--- src/rtl/nn_layer_sequencer_if.sv ---
// Stream and neuron-bus signals of the 4-2-1 layer sequencer.
// The slave side is the sequencer; the master side is its environment.
interface nn_layer_sequencer_if;
    logic signed [7:0]  X1, X2, X3, X4;
    logic               valid;
    logic               ready;
    logic signed [7:0]  Y;
    logic               valid_out;
    logic               ready_out;
    logic signed [7:0]  nrn_x1, nrn_x2, nrn_x3, nrn_x4;
    logic signed [7:0]  nrn_w1, nrn_w2, nrn_w3, nrn_w4;
    logic signed [15:0] nrn_bias;
    logic signed [11:0] nrn_xmin;
    logic signed [11:0] nrn_xmax;
    logic signed [7:0]  nrn_y;

    modport slave (
        input  X1, X2, X3, X4, valid, ready_out, nrn_y,
        output ready, Y, valid_out,
        output nrn_x1, nrn_x2, nrn_x3, nrn_x4,
        output nrn_w1, nrn_w2, nrn_w3, nrn_w4,
        output nrn_bias, nrn_xmin, nrn_xmax
    );

    modport master (
        output X1, X2, X3, X4, valid, ready_out, nrn_y,
        input  ready, Y, valid_out,
        input  nrn_x1, nrn_x2, nrn_x3, nrn_x4,
        input  nrn_w1, nrn_w2, nrn_w3, nrn_w4,
        input  nrn_bias, nrn_xmin, nrn_xmax
    );
endinterface

--- src/rtl/nn_layer_sequencer.sv ---
// Time-multiplexes one external combinational neuron over a 4-2-1 network.
// All outputs are registered from the next-state values, so they track the state one-for-one.
module nn_layer_sequencer #(
    parameter logic signed [7:0]  N1_W1   = -8'sd115,
    parameter logic signed [7:0]  N1_W2   = 8'sd1,
    parameter logic signed [7:0]  N1_W3   = -8'sd105,
    parameter logic signed [7:0]  N1_W4   = 8'sd16,
    parameter logic signed [7:0]  N2_W1   = 8'sd103,
    parameter logic signed [7:0]  N2_W2   = -8'sd22,
    parameter logic signed [7:0]  N2_W3   = 8'sd32,
    parameter logic signed [7:0]  N2_W4   = -8'sd56,
    parameter logic signed [7:0]  N3_W1   = 8'sd75,
    parameter logic signed [7:0]  N3_W2   = -8'sd85,
    parameter logic signed [7:0]  N3_W3   = -8'sd38,
    parameter logic signed [7:0]  N3_W4   = 8'sd92,
    parameter logic signed [15:0] N1_BIAS = 16'sd12571,
    parameter logic signed [15:0] N2_BIAS = -16'sd8139,
    parameter logic signed [15:0] N3_BIAS = 16'sd10182,
    parameter logic signed [11:0] N1_XMIN = -12'sd127,
    parameter logic signed [11:0] N1_XMAX = 12'sd127,
    parameter logic signed [11:0] N2_XMIN = -12'sd127,
    parameter logic signed [11:0] N2_XMAX = 12'sd127,
    parameter logic signed [11:0] N3_XMIN = -12'sd127,
    parameter logic signed [11:0] N3_XMAX = 12'sd127
) (
    input  logic                 clk,
    input  logic                 arst,
    nn_layer_sequencer_if.slave  bus,
    output logic                 busy,
    output logic [15:0]          infer_cnt
);

    typedef enum logic [2:0] {
        S_IDLE = 3'd0,
        S_H1   = 3'd1,
        S_H2   = 3'd2,
        S_O3   = 3'd3,
        S_DONE = 3'd4
    } state_t;

    state_t          state_q, state_d;
    logic [3:0][7:0] xr_q, xr_d;
    logic [7:0]      s1_q, s1_d, s2_q, s2_d, y_q, y_d;
    logic [15:0]     cnt_q, cnt_d;
    logic [3:0][7:0] nrn_x_q, nrn_x_d, nrn_w_q, nrn_w_d;
    logic [15:0]     nrn_bias_q, nrn_bias_d;
    logic [11:0]     nrn_xmin_q, nrn_xmin_d, nrn_xmax_q, nrn_xmax_d;
    logic            ready_q, ready_d, valid_out_q, valid_out_d, busy_q, busy_d;

    // Phase sequencing and capture of the neuron result for the current phase.
    always_comb begin
        state_d = state_q;
        xr_d    = xr_q;
        s1_d    = s1_q;
        s2_d    = s2_q;
        y_d     = y_q;
        cnt_d   = cnt_q;
        case (state_q)
            S_IDLE: begin
                if (bus.valid) begin
                    xr_d    = {bus.X4, bus.X3, bus.X2, bus.X1};
                    state_d = S_H1;
                end else begin
                    state_d = S_IDLE;
                end
            end
            S_H1: begin
                s1_d    = bus.nrn_y;
                state_d = S_H2;
            end
            S_H2: begin
                s2_d    = bus.nrn_y;
                state_d = S_O3;
            end
            S_O3: begin
                y_d     = bus.nrn_y;
                state_d = S_DONE;
            end
            S_DONE: begin
                if (bus.ready_out) begin
                    cnt_d   = cnt_q + 16'd1;
                    state_d = S_IDLE;
                end else begin
                    state_d = S_DONE;
                end
            end
            default: state_d = S_IDLE;
        endcase
    end

    // Operands for the phase being entered; IDLE and DONE park the bus at zero.
    always_comb begin
        nrn_x_d    = 32'd0;
        nrn_w_d    = 32'd0;
        nrn_bias_d = 16'd0;
        nrn_xmin_d = 12'd0;
        nrn_xmax_d = 12'd0;
        case (state_d)
            S_H1: begin
                nrn_x_d    = xr_d;
                nrn_w_d    = {N1_W4, N1_W3, N1_W2, N1_W1};
                nrn_bias_d = N1_BIAS;
                nrn_xmin_d = N1_XMIN;
                nrn_xmax_d = N1_XMAX;
            end
            S_H2: begin
                nrn_x_d    = xr_d;
                nrn_w_d    = {N2_W4, N2_W3, N2_W2, N2_W1};
                nrn_bias_d = N2_BIAS;
                nrn_xmin_d = N2_XMIN;
                nrn_xmax_d = N2_XMAX;
            end
            S_O3: begin
                nrn_x_d    = {8'd0, 8'd0, s2_d, s1_d};
                nrn_w_d    = {N3_W4, N3_W3, N3_W2, N3_W1};
                nrn_bias_d = N3_BIAS;
                nrn_xmin_d = N3_XMIN;
                nrn_xmax_d = N3_XMAX;
            end
            default: begin
                nrn_x_d    = 32'd0;
                nrn_w_d    = 32'd0;
                nrn_bias_d = 16'd0;
                nrn_xmin_d = 12'd0;
                nrn_xmax_d = 12'd0;
            end
        endcase
        ready_d     = (state_d == S_IDLE);
        valid_out_d = (state_d == S_DONE);
        busy_d      = (state_d != S_IDLE);
    end

    // State, datapath registers and registered outputs.
    always_ff @(posedge clk or posedge arst) begin
        if (arst) begin
            state_q     <= S_IDLE;
            xr_q        <= 32'd0;
            s1_q        <= 8'd0;
            s2_q        <= 8'd0;
            y_q         <= 8'd0;
            cnt_q       <= 16'd0;
            nrn_x_q     <= 32'd0;
            nrn_w_q     <= 32'd0;
            nrn_bias_q  <= 16'd0;
            nrn_xmin_q  <= 12'd0;
            nrn_xmax_q  <= 12'd0;
            ready_q     <= 1'b1;
            valid_out_q <= 1'b0;
            busy_q      <= 1'b0;
        end else begin
            state_q     <= state_d;
            xr_q        <= xr_d;
            s1_q        <= s1_d;
            s2_q        <= s2_d;
            y_q         <= y_d;
            cnt_q       <= cnt_d;
            nrn_x_q     <= nrn_x_d;
            nrn_w_q     <= nrn_w_d;
            nrn_bias_q  <= nrn_bias_d;
            nrn_xmin_q  <= nrn_xmin_d;
            nrn_xmax_q  <= nrn_xmax_d;
            ready_q     <= ready_d;
            valid_out_q <= valid_out_d;
            busy_q      <= busy_d;
        end
    end

    assign bus.ready     = ready_q;
    assign bus.valid_out = valid_out_q;
    assign bus.Y         = y_q;
    assign bus.nrn_x1    = nrn_x_q[0];
    assign bus.nrn_x2    = nrn_x_q[1];
    assign bus.nrn_x3    = nrn_x_q[2];
    assign bus.nrn_x4    = nrn_x_q[3];
    assign bus.nrn_w1    = nrn_w_q[0];
    assign bus.nrn_w2    = nrn_w_q[1];
    assign bus.nrn_w3    = nrn_w_q[2];
    assign bus.nrn_w4    = nrn_w_q[3];
    assign bus.nrn_bias  = nrn_bias_q;
    assign bus.nrn_xmin  = nrn_xmin_q;
    assign bus.nrn_xmax  = nrn_xmax_q;
    assign busy          = busy_q;
    assign infer_cnt     = cnt_q;

endmodule
--- src/flat_wrapper.sv ---
// flat-port wrapper written by rule: the top's interface ports become plain ports
module nn_layer_sequencer_flat 
#(
    parameter logic signed [7:0]  N1_W1   = -8'sd115,
    parameter logic signed [7:0]  N1_W2   = 8'sd1,
    parameter logic signed [7:0]  N1_W3   = -8'sd105,
    parameter logic signed [7:0]  N1_W4   = 8'sd16,
    parameter logic signed [7:0]  N2_W1   = 8'sd103,
    parameter logic signed [7:0]  N2_W2   = -8'sd22,
    parameter logic signed [7:0]  N2_W3   = 8'sd32,
    parameter logic signed [7:0]  N2_W4   = -8'sd56,
    parameter logic signed [7:0]  N3_W1   = 8'sd75,
    parameter logic signed [7:0]  N3_W2   = -8'sd85,
    parameter logic signed [7:0]  N3_W3   = -8'sd38,
    parameter logic signed [7:0]  N3_W4   = 8'sd92,
    parameter logic signed [15:0] N1_BIAS = 16'sd12571,
    parameter logic signed [15:0] N2_BIAS = -16'sd8139,
    parameter logic signed [15:0] N3_BIAS = 16'sd10182,
    parameter logic signed [11:0] N1_XMIN = -12'sd127,
    parameter logic signed [11:0] N1_XMAX = 12'sd127,
    parameter logic signed [11:0] N2_XMIN = -12'sd127,
    parameter logic signed [11:0] N2_XMAX = 12'sd127,
    parameter logic signed [11:0] N3_XMIN = -12'sd127,
    parameter logic signed [11:0] N3_XMAX = 12'sd127
)
  (clk, arst, busy, infer_cnt, bus_X1, bus_X2, bus_X3, bus_X4, bus_valid, bus_ready_out, bus_nrn_y, bus_ready, bus_Y, bus_valid_out, bus_nrn_x1, bus_nrn_x2, bus_nrn_x3, bus_nrn_x4, bus_nrn_w1, bus_nrn_w2, bus_nrn_w3, bus_nrn_w4, bus_nrn_bias, bus_nrn_xmin, bus_nrn_xmax);
  nn_layer_sequencer_if bus_i ();
  input  logic clk;
  input  logic arst;
  output logic busy;
  output logic [15:0] infer_cnt;
  input wire logic [$bits(bus_i.X1)-1:0] bus_X1;
  input wire logic [$bits(bus_i.X2)-1:0] bus_X2;
  input wire logic [$bits(bus_i.X3)-1:0] bus_X3;
  input wire logic [$bits(bus_i.X4)-1:0] bus_X4;
  input wire logic [$bits(bus_i.valid)-1:0] bus_valid;
  input wire logic [$bits(bus_i.ready_out)-1:0] bus_ready_out;
  input wire logic [$bits(bus_i.nrn_y)-1:0] bus_nrn_y;
  output wire logic [$bits(bus_i.ready)-1:0] bus_ready;
  output wire logic [$bits(bus_i.Y)-1:0] bus_Y;
  output wire logic [$bits(bus_i.valid_out)-1:0] bus_valid_out;
  output wire logic [$bits(bus_i.nrn_x1)-1:0] bus_nrn_x1;
  output wire logic [$bits(bus_i.nrn_x2)-1:0] bus_nrn_x2;
  output wire logic [$bits(bus_i.nrn_x3)-1:0] bus_nrn_x3;
  output wire logic [$bits(bus_i.nrn_x4)-1:0] bus_nrn_x4;
  output wire logic [$bits(bus_i.nrn_w1)-1:0] bus_nrn_w1;
  output wire logic [$bits(bus_i.nrn_w2)-1:0] bus_nrn_w2;
  output wire logic [$bits(bus_i.nrn_w3)-1:0] bus_nrn_w3;
  output wire logic [$bits(bus_i.nrn_w4)-1:0] bus_nrn_w4;
  output wire logic [$bits(bus_i.nrn_bias)-1:0] bus_nrn_bias;
  output wire logic [$bits(bus_i.nrn_xmin)-1:0] bus_nrn_xmin;
  output wire logic [$bits(bus_i.nrn_xmax)-1:0] bus_nrn_xmax;
  assign bus_i.X1 = bus_X1;
  assign bus_i.X2 = bus_X2;
  assign bus_i.X3 = bus_X3;
  assign bus_i.X4 = bus_X4;
  assign bus_i.valid = bus_valid;
  assign bus_i.ready_out = bus_ready_out;
  assign bus_i.nrn_y = bus_nrn_y;
  assign bus_ready = bus_i.ready;
  assign bus_Y = bus_i.Y;
  assign bus_valid_out = bus_i.valid_out;
  assign bus_nrn_x1 = bus_i.nrn_x1;
  assign bus_nrn_x2 = bus_i.nrn_x2;
  assign bus_nrn_x3 = bus_i.nrn_x3;
  assign bus_nrn_x4 = bus_i.nrn_x4;
  assign bus_nrn_w1 = bus_i.nrn_w1;
  assign bus_nrn_w2 = bus_i.nrn_w2;
  assign bus_nrn_w3 = bus_i.nrn_w3;
  assign bus_nrn_w4 = bus_i.nrn_w4;
  assign bus_nrn_bias = bus_i.nrn_bias;
  assign bus_nrn_xmin = bus_i.nrn_xmin;
  assign bus_nrn_xmax = bus_i.nrn_xmax;
  nn_layer_sequencer #(.N1_W1(N1_W1), .N1_W2(N1_W2), .N1_W3(N1_W3), .N1_W4(N1_W4), .N2_W1(N2_W1), .N2_W2(N2_W2), .N2_W3(N2_W3), .N2_W4(N2_W4), .N3_W1(N3_W1), .N3_W2(N3_W2), .N3_W3(N3_W3), .N3_W4(N3_W4), .N1_BIAS(N1_BIAS), .N2_BIAS(N2_BIAS), .N3_BIAS(N3_BIAS), .N1_XMIN(N1_XMIN), .N1_XMAX(N1_XMAX), .N2_XMIN(N2_XMIN), .N2_XMAX(N2_XMAX), .N3_XMIN(N3_XMIN), .N3_XMAX(N3_XMAX)) u_core (.clk(clk), .arst(arst), .bus(bus_i), .busy(busy), .infer_cnt(infer_cnt));
endmodule
--- config.mk ---
export PLATFORM = sky130hd
export DESIGN_NAME = nn_layer_sequencer_flat
export DESIGN_NICKNAME = d
export VERILOG_FILES = /design/src/rtl/nn_layer_sequencer_if.sv /design/src/rtl/nn_layer_sequencer.sv /design/src/flat_wrapper.sv
export SDC_FILE = /design/constraint.sdc
export NUM_CORES = 1
export LEC_CHECK = 0
export BUFFER_PORTS_ARGS = -buffer_cell sky130_fd_sc_hd__buf_2
export CAP_MARGIN = 20
export CORE_MARGIN = 4
export CORE_UTILIZATION = 49
export DETAILED_ROUTE_END_ITERATION = 10
export PLACE_DENSITY = 0.79
export SYNTH_ARGS = -nofsm -noshare
export SYNTH_HDL_FRONTEND = slang
export SYNTH_SLANG_ARGS = --single-unit
--- constraint.sdc ---
create_clock -name clk -period 4.35 [get_ports clk]
set_input_delay 0.435 -clock clk [delete_from_list [all_inputs] [get_ports clk]]
set_output_delay 0.435 -clock clk [all_outputs]
set_load 0.005 [all_outputs]
# After elaboration in Yosys (flattened, before gate mapping)
# Index checks and enable logic that the tools add are counted.
[totals]
in_bits = 44
regBits = 177
wordCells = 50
output_inout_bits = 131
[classes]
eq_ne = 8
mux = 12
add_sub_neg = 1
n_reduce_logical = 6
[op_table]
columns = ["op", "count"]
rows = [
  ["one-hot mux 32 bit (3 select lines)", 1],
  ["two-way mux 32 bit", 2],
  ["one-hot mux 32 bit (2 select lines)", 1],
  ["one-hot mux 16 bit (3 select lines)", 1],
  ["adder 16 x 1 -> 16 bit, second input constant", 1],
  ["two-way mux 8 bit", 2],
  ["one-hot mux 3 bit (5 select lines)", 1],
  ["== test 3 x 2 -> 1 bit, second input constant", 4],
  ["two-way mux 12 bit", 1],
  ["two-way mux 7 bit", 1],
  ["== test 3 x 1 -> 1 bit, second input constant", 2],
  ["== test 3 bit, second input constant", 2],
  ["logical NOT 3 bit", 2],
  ["two-way mux 3 bit", 1],
  ["nonzero test 3 bit", 1],
  ["OR reduction 3 bit", 1],
  ["AND reduction 2 bit", 1],
  ["OR reduction 2 bit", 1],
  ["two-way mux 1 bit", 1],
]

# Logic depth before layout (Yosys ltp)
[depth]
depth_word = 5
mapped_depth = 7
depth_no_buf = 4

# Least setup slack after synthesis
# Ideal clock, no wire load.
[synth_timing]
path_kind = "reg2reg"
from = "register u_core.state_q[1]"
to = "register u_core.nrn_x_q, in the netlist u_core.bus.nrn_x2[0]"
slack_ps = 2528
required_time_ps = 4229
arrival_ps = 1701
period_less_slack_ps = 1822
setup_time_ps = 121
stages_incl_launch_ff = 6
n_path_buf = 2
path_cell_list = "dfrtp_1 buf_6 nor4b_4 buf_6 mux2_2 a22o_1"
[synth_lines]
columns = ["element", "line", "text"]
rows = [
  ["start, declared", "nn_layer_sequencer.sv:41", "state_t state_q, state_d;"],
  ["start signal, assigned", "nn_layer_sequencer.sv:151", "state_q <= state_d;"],
  ["end signal, assigned", "nn_layer_sequencer.sv:157", "nrn_x_q <= nrn_x_d;"],
  ["end, declared", "nn_layer_sequencer.sv:45", "logic [3:0][7:0] nrn_x_q, nrn_x_d, nrn_w_q, nrn_w_d;"],
]

# Worst setup path in the final report
[layout_timing]
from = "register u_core.state_q[2]"
to = "register u_core.ready_q, in the netlist u_core.bus.ready"
[layout_between]
elab_chain_len = 3
word_cells_on_any_way = 7
classes_between = "4 x eq/ne; 1 x mux; 2 x reduce/logical"
[layout_rtl]
columns = ["element", "line", "text"]
rows = [
  ["== test 3 bit, or another cell as far along", "nn_layer_sequencer.sv:58", "case (state_q)"],
  ["one-hot mux 3 bit (5 select lines) *", "nn_layer_sequencer.sv:58", ""],
  ["via u_core.state_d[2]", "nn_layer_sequencer.sv:41", ""],
  ["logical NOT 3 bit *", "nn_layer_sequencer.sv:128", "ready_d = (state_d == S_IDLE);"],
  ["via u_core.ready_d", "nn_layer_sequencer.sv:48", "logic ready_q, ready_d, valid_out_q, valid_out_d, busy_q, busy_d;"],
  ["end signal, assigned", "nn_layer_sequencer.sv:162", "ready_q <= ready_d;"],
  ["end, declared", "nn_layer_sequencer.sv:48", ""],
]
# Mark *: on every way through the listed nets, which the timed path passes. The rest lies on a longest branch.
# A chain may end at the register's enable or synchronous reset.

==> results.toml <==
[timing]
fin_crit_ps = 2020
worstMarginPinSlew_ps = 850
setup_viol = 0
slew_headroom = 0.433
skew_ps = 16.0
fin_crit_sh = 0.464
rsz0062_at_grt = "no"
fmax_mhz = 496
drv_slew = 0
setup_ws_ps = 2330
fin_tns_setup_ps = 0
hold_viol = 0

[route]
ant_nets = 0
drt_pass1_iterations = 4
vias_per_cell = 4.81
wl_per_cell_um = 15.6
first_iter_violations = 164
drc_errors = 0
totalWireLength_um = 9170
vias = 2822

[die]
initial_core_util = 0.502
fp.dieW_um = 105
coreArea_um2 = 9240
dieArea_um2 = 11100
num_rows = 35
fp.dieH_um = 105
io_pins = 175

[yosys]
yosysTopAreaCell = "dfrtp_1"
synth_area_um2 = 4640
synth.yosys.seq_area_share = 0.594
synth_top_area_frac = 0.588
ys_top_cells_by_area = "dfrtp_1 59%, mux2_2 11%, buf_4 11%"
synth-edff-count = 0
synth_most_common_cell = "dfrtp_1"
synth-async-reset-ratio = 1.00
yosysWarnings = 0
synth_common_cells = "109 x dfrtp_1, 68 x buf_4, 47 x mux2_2"
avgSynthCellArea_um2 = 13.4
ys_seq_elements = 110
synth_cells = 346
synth_cell_types = 35
synth_ff_type = "dfrtp_1"

[clock_tree]
post_cts_resized = 0
cts_tree = "built"
cts_max_level = 3
cts_inserted_buffers = 9
clock_path_buffers = 2
cts_root_buf = "clkbuf_8"
post_cts_buffers = 0
cts.clk_slew.worst_paths_ps = 110
insertion_delay_ps = 360
holdBufCountCts = 0
cts.sinks = 110

[setup_path]
critPathLaunch = "u_core.state_q[2]$_DFF_PP0_"
cp_slowest_stage_delay_ps = 730
endpoint = "u_core.bus.ready$_DFF_PP1_"
required_ps = 4640
r2r_start = "u_core.state_q[2]$_DFF_PP0_"
critical_path.startpoint_type = "flip-flop"
crit_family = "simple AND/OR/NAND/NOR gates"
worstPathArrival_ps = 2310
ff2ff_setup_slack_ps = 2330
endpoint_kind = "flip-flop"
worstRegToRegCells = 4
cp_slowest_cell = "dfrtp_1"
worstSetupPathDepth = 4
critical_path_peak_fanout = 17
crit_type = "flip-flop to flip-flop"
r2r_end = "u_core.bus.ready$_DFF_PP1_"
worst-path-buf-inv = 1
crit_chain = "nand3b_1 > nand2_1 > or3_1 > inv_1"

[place]
place_ws_ps = 1680
gp_congestion = 0.781
hpwl_um = 6530
io_buffers = 156

[grt]
overflow = 0
grt_usage = 0.169
grt_pass1_wl_um = 14800
grt_pass1_vias = 2823
antenna_found_initial = 0
grt_max_degree = 70

[job]
cap_violations = 0

[power_and_ir_drop]
peakVddDrop_uv = 297
p_per_area_nw_per_um2 = 695
leakage_nw = 2.77

[min_path]
hold_class = "input pin to async pin"

[final_layout]
drive_gt1_frac = 0.507
fillers = 794
ff_latch_area_um2 = 2750
multi_input_area_um2 = 1350
nets = 498
diodes = 0
syn2layout_area_growth_pct = 13.8

[status]
status = "complete, no violations"
-- layer usage --
metal  GRT usage  share of wire  up-vias
li1            -              -     1312
met5           0              0        -
met1       0.220           0.42     1389
met3      0.0282          0.059       13
met2       0.280           0.51      108
met4      0.0684          0.019        0
-- how the worst min path moves through the flow --
stage                                            end  cells after the start                        startpoint  slack [ps]
floorplan                  u_core.xr_q[13]$_DFF_PP0_                      1         u_core.xr_q[13]$_DFF_PP0_         460
global placement    u_core.infer_cnt[15]$_DFFE_PP0P_                      1  u_core.infer_cnt[15]$_DFFE_PP0P_         460
detailed placement  u_core.infer_cnt[15]$_DFFE_PP0P_                      1  u_core.infer_cnt[15]$_DFFE_PP0P_         460
CTS                 u_core.infer_cnt[10]$_DFFE_PP0P_                      2                              arst         260
global route          u_core.bus.nrn_x3[2]$_DFF_PP0_                      2                              arst         290
finish                u_core.bus.nrn_w3[2]$_DFF_PP0_                      2                              arst         200
-- per-stage QoR --
step,hold WS (ps),power [mW],utilization,std cells,cell area (um^2)
final,203,3.67,0.571,587,5280
after detailed placement,462,3.14,0.550,569,5080
after global routing,285,3.94,0.571,587,5280
after global placement,456,3.08,0.550,569,5080
after floorplan,455,2.81,-,363,4700
after CTS,257,3.70,0.568,585,5250
-- sequential cells by signal, summed over array words and instances (netlist names) --
name                  flops
u_core.bus.nrn_x1         8
u_core.infer_cnt         16
u_core.bus.nrn_bias       3
u_core.bus.ready          1
u_core.xr_q              32
u_core.bus.nrn_x2         8
u_core.bus.nrn_x3         8
u_core.bus.nrn_xmax       1
u_core.bus.valid_out      1
u_core.bus.Y              8
u_core.busy               1
u_core.bus.nrn_w3         4
u_core.s1_q               8
u_core.state_q            3
u_core.bus.nrn_x4         8
-- power by group --
part,leakage [nW],switching (mW),total [mW],internal (mW)
sequential,1.37,0.247,1.71,1.46
combinational,1.31,0.648,1.41,0.759
clock,0.0910,0.339,0.552,0.213
-- worst reg2reg max path, cell delays in order, from the launching register on --
cell and delay [ps]:
dfrtp_1 730, nand3b_1 560, nand2_1 180, or3_1 420, inv_1 70
-- placed cells by master, fill, tap and decap left out, types with 2 or more instances in the layout --
master    instances
conb_1           18
a22oi_1           8
and4_1            2
and3_1            2
nand4_1           4
buf_4             2
inv_1             2
inv_6             2
and2_1            2
buf_2           156
clkinv_2          2
nand2_1           7
clkinv_4          2
mux2_2           47
nand2b_1          3
or3_1             2
a22o_1           24
dfrtp_1         109
clkbuf_8          9
xor2_1            6
nand3_1           4
nor2_1           17
xnor2_1          10
or2_2             2
-- area by class of cell --
class                      count  area share
clock buffer                  10      0.0242
clock inverter                 6     0.00853
inverter                       5     0.00403
multi-input combinational    167       0.255
sequential                   110       0.522
tap                          129      0.0306
timing repair buffer         160       0.156
-- cell families (layout without fill, tap and decap cells) --
group / after synthesis / after routing / synth area share
mux: 49 / 49 / 0.120
buf+inv: 86 / 181 / 0.131
simple gates: 51 / 51 / 0.0634
other cells: 1 / 18 / 0.000809
flops: 110 / 110 / 0.594
fa+ha+maj: 1 / 1 / 0.00270
compound gates: 32 / 32 / 0.0583
xor+xnor: 16 / 16 / 0.0302
Power figures use the tool's default switching activity.
